## src/rtl/sequential_divider_if.sv

```systemverilog
// Handshake and result bus of the sequential divider.
// master: requester (drives start and operands); slave: the divider.
interface sequential_divider_if;
    logic        start;
    logic [15:0] inDividend;
    logic [7:0]  inDivisor;
    logic        busy;
    logic        done;
    logic [7:0]  quotient;
    logic [7:0]  remainder;
    logic        overflow;
    logic        div_by_zero;

    modport master (
        output start, inDividend, inDivisor,
        input  busy, done, quotient, remainder, overflow, div_by_zero
    );

    modport slave (
        input  start, inDividend, inDivisor,
        output busy, done, quotient, remainder, overflow, div_by_zero
    );
endinterface

```

## src/rtl/sequential_divider.sv

```systemverilog
// Signed 16/8 restoring divider with a fixed 17-cycle latency.
// Operands are converted to magnitudes on start, 16 MSB-first restoring
// steps produce the magnitude quotient/remainder, and a final FIX cycle
// applies signs, detects overflow / divide-by-zero and registers results.
module sequential_divider (
    input  logic                 clk,
    input  logic                 rst,
    sequential_divider_if.slave  bus
);

    typedef enum logic [1:0] {
        IDLE = 2'd0,
        CALC = 2'd1,
        FIX  = 2'd2
    } state_t;

    state_t      state_q, state_d;
    logic [4:0]  cnt_q, cnt_d;
    // Holds the dividend magnitude; quotient bits shift in from the bottom
    // as dividend bits shift out of the top.
    logic [15:0] work_q, work_d;
    // 9-bit partial remainder so the shifted value never wraps before compare.
    logic [8:0]  rem_q, rem_d;
    logic [7:0]  dsr_mag_q, dsr_mag_d;
    logic        dvd_sign_q, dvd_sign_d;
    logic        q_sign_q, q_sign_d;
    logic        dbz_q, dbz_d;

    logic [7:0]  quot_q, quot_d;
    logic [7:0]  rmd_q, rmd_d;
    logic        ovf_q, ovf_d;
    logic        dbz_out_q, dbz_out_d;
    logic        done_q, done_d;

    logic [8:0]  rem_sh;
    logic [8:0]  rem_sub;
    logic        rem_ge;
    logic        ovf_fix;

    // Next-state, datapath step and result formatting.
    always_comb begin
        state_d    = state_q;
        cnt_d      = cnt_q;
        work_d     = work_q;
        rem_d      = rem_q;
        dsr_mag_d  = dsr_mag_q;
        dvd_sign_d = dvd_sign_q;
        q_sign_d   = q_sign_q;
        dbz_d      = dbz_q;
        quot_d     = quot_q;
        rmd_d      = rmd_q;
        ovf_d      = ovf_q;
        dbz_out_d  = dbz_out_q;
        done_d     = 1'b0;

        rem_sh  = (rem_q << 1) | {8'd0, work_q[15]};
        rem_ge  = (rem_sh >= {1'b0, dsr_mag_q});
        rem_sub = rem_sh - {1'b0, dsr_mag_q};
        // A negative quotient may reach magnitude 128; a positive one only 127.
        ovf_fix = q_sign_q ? (work_q > 16'd128) : (work_q > 16'd127);

        case (state_q)
            IDLE: begin
                if (bus.start) begin
                    dvd_sign_d = bus.inDividend[15];
                    q_sign_d   = bus.inDividend[15] ^ bus.inDivisor[7];
                    work_d     = bus.inDividend[15] ? (16'd0 - bus.inDividend) : bus.inDividend;
                    dsr_mag_d  = bus.inDivisor[7] ? (8'd0 - bus.inDivisor) : bus.inDivisor;
                    dbz_d      = (bus.inDivisor == 8'd0);
                    rem_d      = 9'd0;
                    cnt_d      = 5'd0;
                    state_d    = CALC;
                end
            end
            CALC: begin
                rem_d  = rem_ge ? rem_sub : rem_sh;
                work_d = {work_q[14:0], rem_ge};
                cnt_d  = cnt_q + 5'd1;
                if (cnt_q == 5'd15) begin
                    state_d = FIX;
                end
            end
            FIX: begin
                done_d  = 1'b1;
                state_d = IDLE;
                if (dbz_q) begin
                    quot_d    = 8'd0;
                    rmd_d     = 8'd0;
                    ovf_d     = 1'b0;
                    dbz_out_d = 1'b1;
                end else if (ovf_fix) begin
                    quot_d    = 8'd0;
                    rmd_d     = 8'd0;
                    ovf_d     = 1'b1;
                    dbz_out_d = 1'b0;
                end else begin
                    // Remainder magnitude is below the divisor (<=127), so 8 bits hold it.
                    quot_d    = q_sign_q ? (8'd0 - work_q[7:0]) : work_q[7:0];
                    rmd_d     = dvd_sign_q ? (8'd0 - rem_q[7:0]) : rem_q[7:0];
                    ovf_d     = 1'b0;
                    dbz_out_d = 1'b0;
                end
            end
            default: begin
                state_d = IDLE;
            end
        endcase
    end

    // State and datapath registers; reset clears everything and aborts any division.
    always_ff @(posedge clk) begin
        if (rst) begin
            state_q    <= IDLE;
            cnt_q      <= 5'd0;
            work_q     <= 16'd0;
            rem_q      <= 9'd0;
            dsr_mag_q  <= 8'd0;
            dvd_sign_q <= 1'b0;
            q_sign_q   <= 1'b0;
            dbz_q      <= 1'b0;
            quot_q     <= 8'd0;
            rmd_q      <= 8'd0;
            ovf_q      <= 1'b0;
            dbz_out_q  <= 1'b0;
            done_q     <= 1'b0;
        end else begin
            state_q    <= state_d;
            cnt_q      <= cnt_d;
            work_q     <= work_d;
            rem_q      <= rem_d;
            dsr_mag_q  <= dsr_mag_d;
            dvd_sign_q <= dvd_sign_d;
            q_sign_q   <= q_sign_d;
            dbz_q      <= dbz_d;
            quot_q     <= quot_d;
            rmd_q      <= rmd_d;
            ovf_q      <= ovf_d;
            dbz_out_q  <= dbz_out_d;
            done_q     <= done_d;
        end
    end

    assign bus.busy        = (state_q == CALC) || (state_q == FIX);
    assign bus.done        = done_q;
    assign bus.quotient    = quot_q;
    assign bus.remainder   = rmd_q;
    assign bus.overflow    = ovf_q;
    assign bus.div_by_zero = dbz_out_q;

endmodule

```

## src/flat_wrapper.sv

```systemverilog
// flat-port wrapper written by rule: the top's interface ports become plain ports
module sequential_divider_flat 
  (clk, rst, bus_start, bus_inDividend, bus_inDivisor, bus_busy, bus_done, bus_quotient, bus_remainder, bus_overflow, bus_div_by_zero);
  sequential_divider_if bus_i ();
  input  logic clk;
  input  logic rst;
  input wire logic [$bits(bus_i.start)-1:0] bus_start;
  input wire logic [$bits(bus_i.inDividend)-1:0] bus_inDividend;
  input wire logic [$bits(bus_i.inDivisor)-1:0] bus_inDivisor;
  output wire logic [$bits(bus_i.busy)-1:0] bus_busy;
  output wire logic [$bits(bus_i.done)-1:0] bus_done;
  output wire logic [$bits(bus_i.quotient)-1:0] bus_quotient;
  output wire logic [$bits(bus_i.remainder)-1:0] bus_remainder;
  output wire logic [$bits(bus_i.overflow)-1:0] bus_overflow;
  output wire logic [$bits(bus_i.div_by_zero)-1:0] bus_div_by_zero;
  assign bus_i.start = bus_start;
  assign bus_i.inDividend = bus_inDividend;
  assign bus_i.inDivisor = bus_inDivisor;
  assign bus_busy = bus_i.busy;
  assign bus_done = bus_i.done;
  assign bus_quotient = bus_i.quotient;
  assign bus_remainder = bus_i.remainder;
  assign bus_overflow = bus_i.overflow;
  assign bus_div_by_zero = bus_i.div_by_zero;
  sequential_divider u_core (.clk(clk), .rst(rst), .bus(bus_i));
endmodule
```

## config.mk

```make
export PLATFORM = sky130hd
export DESIGN_NAME = sequential_divider_flat
export DESIGN_NICKNAME = d
export VERILOG_FILES = /design/src/rtl/sequential_divider_if.sv /design/src/rtl/sequential_divider.sv /design/src/flat_wrapper.sv
export SDC_FILE = /design/constraint.sdc
export NUM_CORES = 1
export LEC_CHECK = 0
export CORE_ASPECT_RATIO = 0.9
export CORE_UTILIZATION = 53
export DETAILED_ROUTE_END_ITERATION = 16
export PLACE_DENSITY = 0.84
export SYNTH_ARGS = -nofsm -noshare
export SYNTH_HDL_FRONTEND = slang
export SYNTH_SLANG_ARGS = --single-unit
```

## constraint.sdc

```tcl
create_clock -name clk -period 7.2 [get_ports clk]
set_clock_uncertainty 0.2 [all_clocks]
set_input_delay 1.44 -clock clk [delete_from_list [all_inputs] [get_ports clk]]
set_output_delay 1.44 -clock clk [all_outputs]
set_load 0.01 [all_outputs]
```

Word-level counts from Yosys, hierarchy flattened
Index checks and enable logic that the tools add are counted.
{ "op_classes": {"reduce_logical": 7, "n_bitwise": 2, "eq_ne": 5, "n_div": 0, "magnitude_cmp": 3, "multipliers": 0, "shifts": 0, "mux": 23, "n_addsub": 6} }
{ "ops": {"columns": ["op", "count"], "rows": [
  ["$mux 8", 9],
  ["$mux 16", 2],
  ["$pmux 16 s2", 1],
  ["$sub 1x8->8 const A", 3],
  ["$gt 16x7->1 const B", 1],
  ["$gt 16x8->1 const B", 1],
  ["$pmux 8 s2", 1],
  ["$sub 1x16->16 const A", 1],
  ["$pmux 5 s2", 1],
  ["$ge 9x8->1", 1],
  ["$or 9x1->9", 1],
  ["$logic_not 8->1", 1],
  ["$sub 8x8->8", 1],
  ["$reduce_and 2->1", 3],
  ["$add 5x1->5 const B", 1],
  ["$eq 5x4->1 const B", 1],
  ["$mux 1", 5],
  ["$mux 5", 1],
  ["$mux 2", 2],
  ["$pmux 2 s2", 1],
  ["$eq 2x1->1 const B", 1],
  ["$eq 2x2->1 const B", 1],
  ["$logic_not 2->1", 1],
  ["$ne 2x1->1 const B", 1],
  ["other kinds (4)", 4]
]} }
{ "totals": {"mem_count": 0, "latch_bits": 0, "ram_bits": 0, "regBits": 61, "romBits": 0, "elab_cells": 59} }

Longest topological paths before layout
Gate-level depths: netlist of run 1.
{ "logic_depth": {"ltp_word": 4, "mapped_depth": 10, "mapped_depth_nobuf": 10} }

Least setup slack after synthesis of run 1
OpenSTA, ideal clock, no wires.
{ "synth_path": {"kind": "input port to flip-flop", "start": "input bus_inDividend[4]", "end": "register u_core.work_q[15]", "path_stages": 4, "setup_slack_ns": 4.190, "t_arrival_ns": 2.719, "setup_ns": 0.091, "n_path_buf": 0, "cell_sequence": "nor4_1 -> nand3_1 -> or4_1 -> a311oi_1"} }
{ "synth_between": {"elab_chain_cells": 4} }
{ "synth_rtl": {"columns": ["element", "line", "source"], "rows": [
  ["start: declaration", "flat_wrapper.sv:8", "input wire logic [$bits(bus_i.inDividend)-1:0] bus_inDividend;"],
  ["$sub 1x16->16", "sequential_divider.sv:67", "work_d = bus.inDividend[15] ? (16'd0 - bus.inDividend) : bus.inDividend;"],
  ["$mux 16", "sequential_divider.sv:67", null],
  ["$mux 16", "sequential_divider.sv:64", "if (bus.start) begin"],
  ["$pmux 16 s2", "sequential_divider.sv:62", "case (state_q)"],
  ["end signal: assignment", "sequential_divider.sv:129", "work_q <= work_d;"],
  ["end: declaration", "sequential_divider.sv:21", "logic [15:0] work_q, work_d;"]
]} }
No other way between the ends. The select of a mux whose other input is x is not followed.
A chain may end at the register's enable or synchronous reset.

Final worst setup path of run 1
{ "layout_path": {"start": "input bus_start", "end": "register u_core.work_q[10]"} }
{ "layout_between": {"elab_chain_cells": 2} }
{ "layout_rtl": {"columns": ["element", "line", "source"], "rows": [
  ["start: declaration", "flat_wrapper.sv:7", "input wire logic [$bits(bus_i.start)-1:0] bus_start;"],
  ["$ne 2x2->1 (no line)", null, null],
  ["$reduce_and 2->1 (no line)", null, null]
]} }
No other way between the ends.

==> impl_metrics.json, run 1 <==
{
  "core-area_sq_um": 6691,
  "antenna_found_initial": 0,
  "fin_util_pct": 65.50,
  "tns_ps": 0,
  "routed_wirelength_mm": 8.256,
  "fin_crit_ps": 3435,
  "hold_path_end": "u_core.dsr_mag_q[0]$_SDFFE_PP0P_",
  "drt_iter0_markers": 151,
  "synth_edf_count": 0,
  "first_pass_iters": 4,
  "rsz0062_at_grt": "false",
  "crit_fanout": 17,
  "grt_use_total_pct": 22.83,
  "path_clk_slew_ps": 70,
  "synthCells": 474,
  "cts_hold_buf": 0,
  "grt_pass1_wl_mm": 13.54,
  "grt_pass1_vias": 3068,
  "required_ps": 7240,
  "antenna_left": 0,
  "cts_setup_buffers": 0,
  "p_leak_nw": 1.644,
  "hold_viol": 0,
  "slew_violations": 0,
  "synth_area_per_cell_sq_um": 7.866,
  "synth_ff_type": "dfxtp_1",
  "ctsResizeCount": 0,
  "syn-num-nets": 519,
  "grt_start_max_net_pins": 59,
  "ys_seq_elements": 61,
  "cts_tree": "built",
  "cp_cell_sequence": "clkdlybuf4s50_1 > and2_1 > nor2_1 > nand2_1 > a221oi_1",
  "crit_path_end_kind": "register",
  "crit_slowest_cell": "nor2_1",
  "clock_path_buffers": 2,
  "grt.overflow.total": 0,
  "cap_viol_max_count": 0,
  "htree_num_levels": 3,
  "num_vias": 3409,
  "routedWlPerCell_microns": 13.69,
  "cts-root-buf": "clkbuf_8",
  "status": "finished clean",
  "dp_slack_ps": 3414,
  "std_cell_rows": 28,
  "reg2reg_depth": 8,
  "layout.cells.non_filler": 603,
  "start_util_pct": 55.72,
  "fmax_ghz": 0.2911,
  "post_dp_cell_area_sq_um": 4183,
  "vdd_drop_max_uv": 130.1,
  "r2r-end": "u_core.bus.remainder[0]$_SDFFE_PP0P_",
  "cts_made_buffers": 9,
  "post-place-cells": 587,
  "drc_errors": 0,
  "setup_ws_ps": 3765,
  "setup_viol": 0,
  "relSlewSlack_pct": 31.86,
  "crit_cells": 5,
  "worst_slew_pin_slew_ps": 1022,
  "powerDensity_nw_per_um2": 199.3,
  "crit_family": "simple AND/OR/NAND/NOR gates",
  "die_y_microns": 81.57,
  "io_pins": 47,
  "whs_path_depth": 2,
  "hold_ws_ps": 276.1,
  "diodes": 0,
  "ys_async_sr_fraction_pct": 0,
  "final_nets": 553,
  "synth_cell_types": 54,
  "insertion_delay_ps": 340,
  "drive_gt1_share_pct": 4.873,
  "vias_per_cell": 5.653,
  "fin_crit_sh_pct": 47.70,
  "seq_area_frac_synth_pct": 32.75,
  "finalPower_uw": 873.5,
  "r2r_slack_ps": 4440,
  "syn2layout_area_growth_pct": 17.55,
  "arrival_ps": 3480,
  "crit_type": "in2reg",
  "start_kind": "input pin",
  "critPathBufInv": 1,
  "dieArea_sq_um": 7375,
  "cts.sinks": 61,
  "dp_hpwl_mm": 5.913,
  "die_width_microns": 90.41,
  "r2r-start": "u_core.work_q[0]$_SDFFE_PP0P_",
  "syn_area_sq_um": 3729,
  "design_area_sq_um": 4383,
  "min-delay-start": "u_core.dsr_mag_q[0]$_SDFFE_PP0P_",
  "place_congestion": 0.9264,
  "yosysWarnings": 0,
  "port_buffers": 46,
  "hold_class": "reg2reg",
  "slowest_delay_ps": 720
}
[state kept, by name (all words and copies together) (netlist names)]
name,cells
u_core.state_q,2
u_core.dsr_mag_q,8
u_core.bus.done,1
u_core.bus.quotient,8
u_core.bus.div_by_zero,1
u_core.q_sign_q,1
u_core.bus.remainder,8
u_core.bus.overflow,1
u_core.dvd_sign_q,1
u_core.dbz_q,1
u_core.cnt_q,5
u_core.rem_q,8
u_core.work_q,16
[power breakdown]
group	total [mW]	internal [mW]	switching [mW]
sequential	0.376	0.355	0.0209
combinational	0.197	0.0854	0.111
clock	0.301	0.160	0.140
[layer usage]
metal | vias up | wire length, microns | track usage (%)
met4 | 0 | 100 | 7.419
met5 | - | 0 | 0
met2 | 95 | 3985 | 40.99
met3 | 11 | 334 | 5.000
met1 | 1571 | 3836 | 27.52
li1 | 1732 | - | -
[area by class of cell]
class                           instances  area (sq um)
Clock inverter                          7         76.32
Timing Repair Buffer                   48         470.5
Sequential cell                        61          1221
Fill cell                             564          2308
Clock buffer                            9         123.9
Tap cell                               90         112.6
Multi-Input combinational cell        361          2277
Inverter                               27         101.3
[cells by family after synthesis]
group / synth area share [%]
XOR/XNOR: 7.987
multiplexers: 2.718
buffers and inverters: 6.174
AO/OA/AOI/OAI: 22.01
adder cells (fa/ha/maj): 6.242
flip-flops: 32.75
AND/OR/NAND/NOR: 22.11
[worst max-delay path by stage]
stage                                     end  slack (ps)         startpoint
2_1_floorplan  u_core.work_q[15]$_SDFFE_PP0P_        4190  bus_inDividend[4]
3_3_place_gp    u_core.work_q[0]$_SDFFE_PP0P_        3510          bus_start
3_5_place_dp   u_core.work_q[10]$_SDFFE_PP0P_        3410          bus_start
4_1_cts        u_core.work_q[10]$_SDFFE_PP0P_        3790          bus_start
5_1_grt         u_core.work_q[9]$_SDFFE_PP0P_        3480  bus_inDividend[2]
6_report       u_core.work_q[10]$_SDFFE_PP0P_        3770          bus_start
[worst reg2reg max path: cells and delay by family (launching register included)]
family	cells	cell delay, ps
DFF	1	370
and+or+nand+nor	4	1330
AOI/OAI and AO/OA	2	530
adders and majority gates	1	160
buffers and inverters	1	110
[Yosys cell counts (all sizes together), types with 2 or more instances]
cell,number,area share (%)
dfxtp,61,33
nor2,52,5.2
nand2,51,5.1
a21oi,43,5.8
inv,27,2.7
o21ai,23,3.1
xnor2,21,4.9
clkbuf,18,2.1
nor2b,18,3.0
ha,17,5.7
o31ai,14,2.8
xor2,13,3.1
a211oi,12,2.4
nand2b,10,1.7
mux2i,9,2.4
nand3,9,1.2
o211ai,8,1.6
buf,7,1.4
nor4,6,1.0
and3,5,0.84
o41ai,4,1.1
or3,4,0.67
a31oi,3,0.50
a32oi,3,0.70
and2,3,0.50
nor3,3,0.40
o22ai,3,0.50
o311ai,3,0.70
or4,3,0.60
a221oi,2,0.47
nor3b,2,0.70
[cell usage in the layout, fill, tap and decap left out, types with 2 or more instances in the layout]
cell,Yosys,routed
dfxtp_1,61,61
nor2_1,52,52
nand2_1,51,51
clkdlybuf4s50_1,0,45
a21oi_1,43,43
inv_1,27,27
o21ai_0,22,22
xnor2_1,21,21
nor2b_1,18,18
ha_1,17,17
o31ai_1,14,14
xor2_1,13,13
a211oi_1,12,12
nand2b_1,10,10
nand3_1,9,9
mux2i_1,9,9
clkbuf_8,1,9
o211ai_1,8,8
nor4_1,6,6
and3_1,5,5
or3_1,4,4
nor3_1,3,3
and2_1,3,3
a32oi_1,3,3
a31oi_1,3,3
or4_1,3,3
o311ai_0,3,3
o41ai_1,3,3
o22ai_1,3,3
clkinv_4,0,3
a221oi_1,2,2
clkinvlp_4,0,2
buf_4,0,2
No activity file was read; power rests on OpenSTA's default activity.
==> inputs of run 2 (changes only) <==
--- a/config.mk
+++ b/config.mk
@@ -6,7 +6,7 @@
 export NUM_CORES = 1
 export LEC_CHECK = 0
 export CORE_ASPECT_RATIO = 0.9
-export CORE_UTILIZATION = 53
+export CORE_UTILIZATION = 51
 export DETAILED_ROUTE_END_ITERATION = 16
 export PLACE_DENSITY = 0.84
 export SYNTH_ARGS = -nofsm -noshare
==> constraint.sdc (replaced) <==
create_clock -name clk -period 2.97 [get_ports clk]
set_clock_uncertainty 0.2 [all_clocks]
set_input_delay 0.594 -clock clk [delete_from_list [all_inputs] [get_ports clk]]
set_output_delay 0.594 -clock clk [all_outputs]
set_load 0.01 [all_outputs]
==> impl_metrics.json, run 2 (synthesis results as in run 1) <==
{
  "std_cell_rows": 29,
  "dieArea_sq_um": 7657,
  "final_common_cell": "dfxtp_1",
  "first_pass_iters": 4,
  "routedWlPerCell_microns": 13.78,
  "finalPower_mw": 2.308,
  "drc_errors": 0,
  "fmax_ghz": 0.3779,
  "arrival_ps": 2720,
  "tns_ps": 0,
  "layout_common_cells": "dfxtp_1, nor2_1, nand2_1, clkdlybuf4s50_1, a21oi_1",
  "final_nets": 562,
  "hold_viol": 0,
  "design_area_sq_um": 4501,
  "cts_hold_buf": 0,
  "grt_use_total_pct": 23.15,
  "grt_pass1_wl_mm": 14.31,
  "start_kind": "register",
  "diodes": 0,
  "largest_reg_flops": 16,
  "crit_path_end_kind": "register",
  "fin_crit_sh_pct": 89.11,
  "dp_slack_ps": 71.93,
  "drt_iter0_markers": 213,
  "largest-register": "u_core.work_q",
  "core-area_sq_um": 7076,
  "r2r_slack_ps": 320,
  "dp_hpwl_mm": 6.208,
  "clock_path_buffers": 2,
  "antenna_left": 0,
  "port_buffers": 46,
  "routed_wirelength_mm": 8.463,
  "drive_gt1_share_pct": 6.334,
  "htree_num_levels": 3,
  "p_leak_nw": 1.719,
  "ctsResizeCount": 0,
  "num_vias": 3455,
  "post_dp_cell_area_sq_um": 4254,
  "cts_made_buffers": 9,
  "cts_tree": "built",
  "cap_viol_max_count": 0,
  "worst_slew_pin_slew_ps": 639.8,
  "path_clk_slew_ps": 70,
  "grt_start_max_net_pins": 34,
  "powerDensity_nw_per_um2": 512.9,
  "antenna_found_initial": 0,
  "place_congestion": 0.8734,
  "start_util_pct": 52.70,
  "setup_viol": 0,
  "fin_crit_ps": 2646,
  "cts.sinks": 61,
  "cts_setup_buffers": 0,
  "insertion_delay_ps": 340,
  "hold_ws_ps": 281.2,
  "die_width_microns": 92.13,
  "grt.overflow.total": 0,
  "status": "finished clean",
  "rsz0062_at_grt": "false",
  "fillCellCount": 599,
  "crit_fanout": 13,
  "cts-root-buf": "clkbuf_8",
  "slew_violations": 0,
  "required_ps": 3040,
  "setup_ws_ps": 323.6,
  "relSlewSlack_pct": 57.35,
  "vias_per_cell": 5.627,
  "grt_pass1_vias": 3161,
  "die_y_microns": 83.12,
  "hold_class": "reg2reg",
  "crit_type": "reg2reg",
  "io_pins": 47,
  "vdd_drop_max_uv": 396.9,
  "syn2layout_area_growth_pct": 20.70
}
## run 2: metal layers
| layer | wire (microns) | share of wire [%] | vias up | GRT usage (%) |
|---|---|---|---|---|
| met1 | 3872 | 46 | 1592 | 30.29 |
| met3 | 481 | 5.7 | 17 | 5.495 |
| met5 | 0 | 0 | - | 0 |
| met2 | 3965 | 47 | 99 | 36.77 |
| met4 | 144 | 1.7 | 0 | 9.091 |
| li1 | - | - | 1747 | - |
## run 2: worst max-delay path: stages, from the launching register on
cell,delay [ps]
dfxtp_1,500
ha_1,310
o211a_1,230
o31ai_1,60
a31oi_1,110
or4_1,730
o2bb2a_1,370
o21ai_0,70
## run 2: stage by stage
step                      cells  util, %
final                       614    63.61
after global routing        614    63.61
after CTS                   614    63.61
after detailed placement    599    60.12
after global placement      599    60.12
after floorplan             474        -
## run 2: path summary, 6_finish.rpt
kind                                     from                          endpoint  cells after the start
max              u_core.rem_q[0]$_SDFFE_PP0P_      u_core.rem_q[5]$_SDFFE_PP0P_                      7
max reg2reg      u_core.rem_q[0]$_SDFFE_PP0P_      u_core.rem_q[5]$_SDFFE_PP0P_                      7
min reg2reg  u_core.bus.overflow$_SDFFE_PP0P_  u_core.bus.overflow$_SDFFE_PP0P_                      2
min          u_core.bus.overflow$_SDFFE_PP0P_  u_core.bus.overflow$_SDFFE_PP0P_                      2
## run 2: area by class of cell
cell class              count  area [sq um]  share of cell area [%]
well taps                  93         116.4                   2.585
repair buffers             57         538.0                   11.95
clock inverters             4         95.09                   2.113
clock buffers              11         151.4                   3.364
inverters                  27         101.3                   2.252
flip-flops and latches     61          1221                   27.13
multi-input cells         361          2277                   50.60
## run 2: report_power, final
part           switching, mW  leakage [nW]  total (mW)  internal [mW]
Combinational          0.275          1.10       0.491          0.216
Sequential            0.0488         0.496       0.910          0.861
Clock                  0.310         0.125       0.907          0.597
Total                  0.634          1.72        2.31           1.67
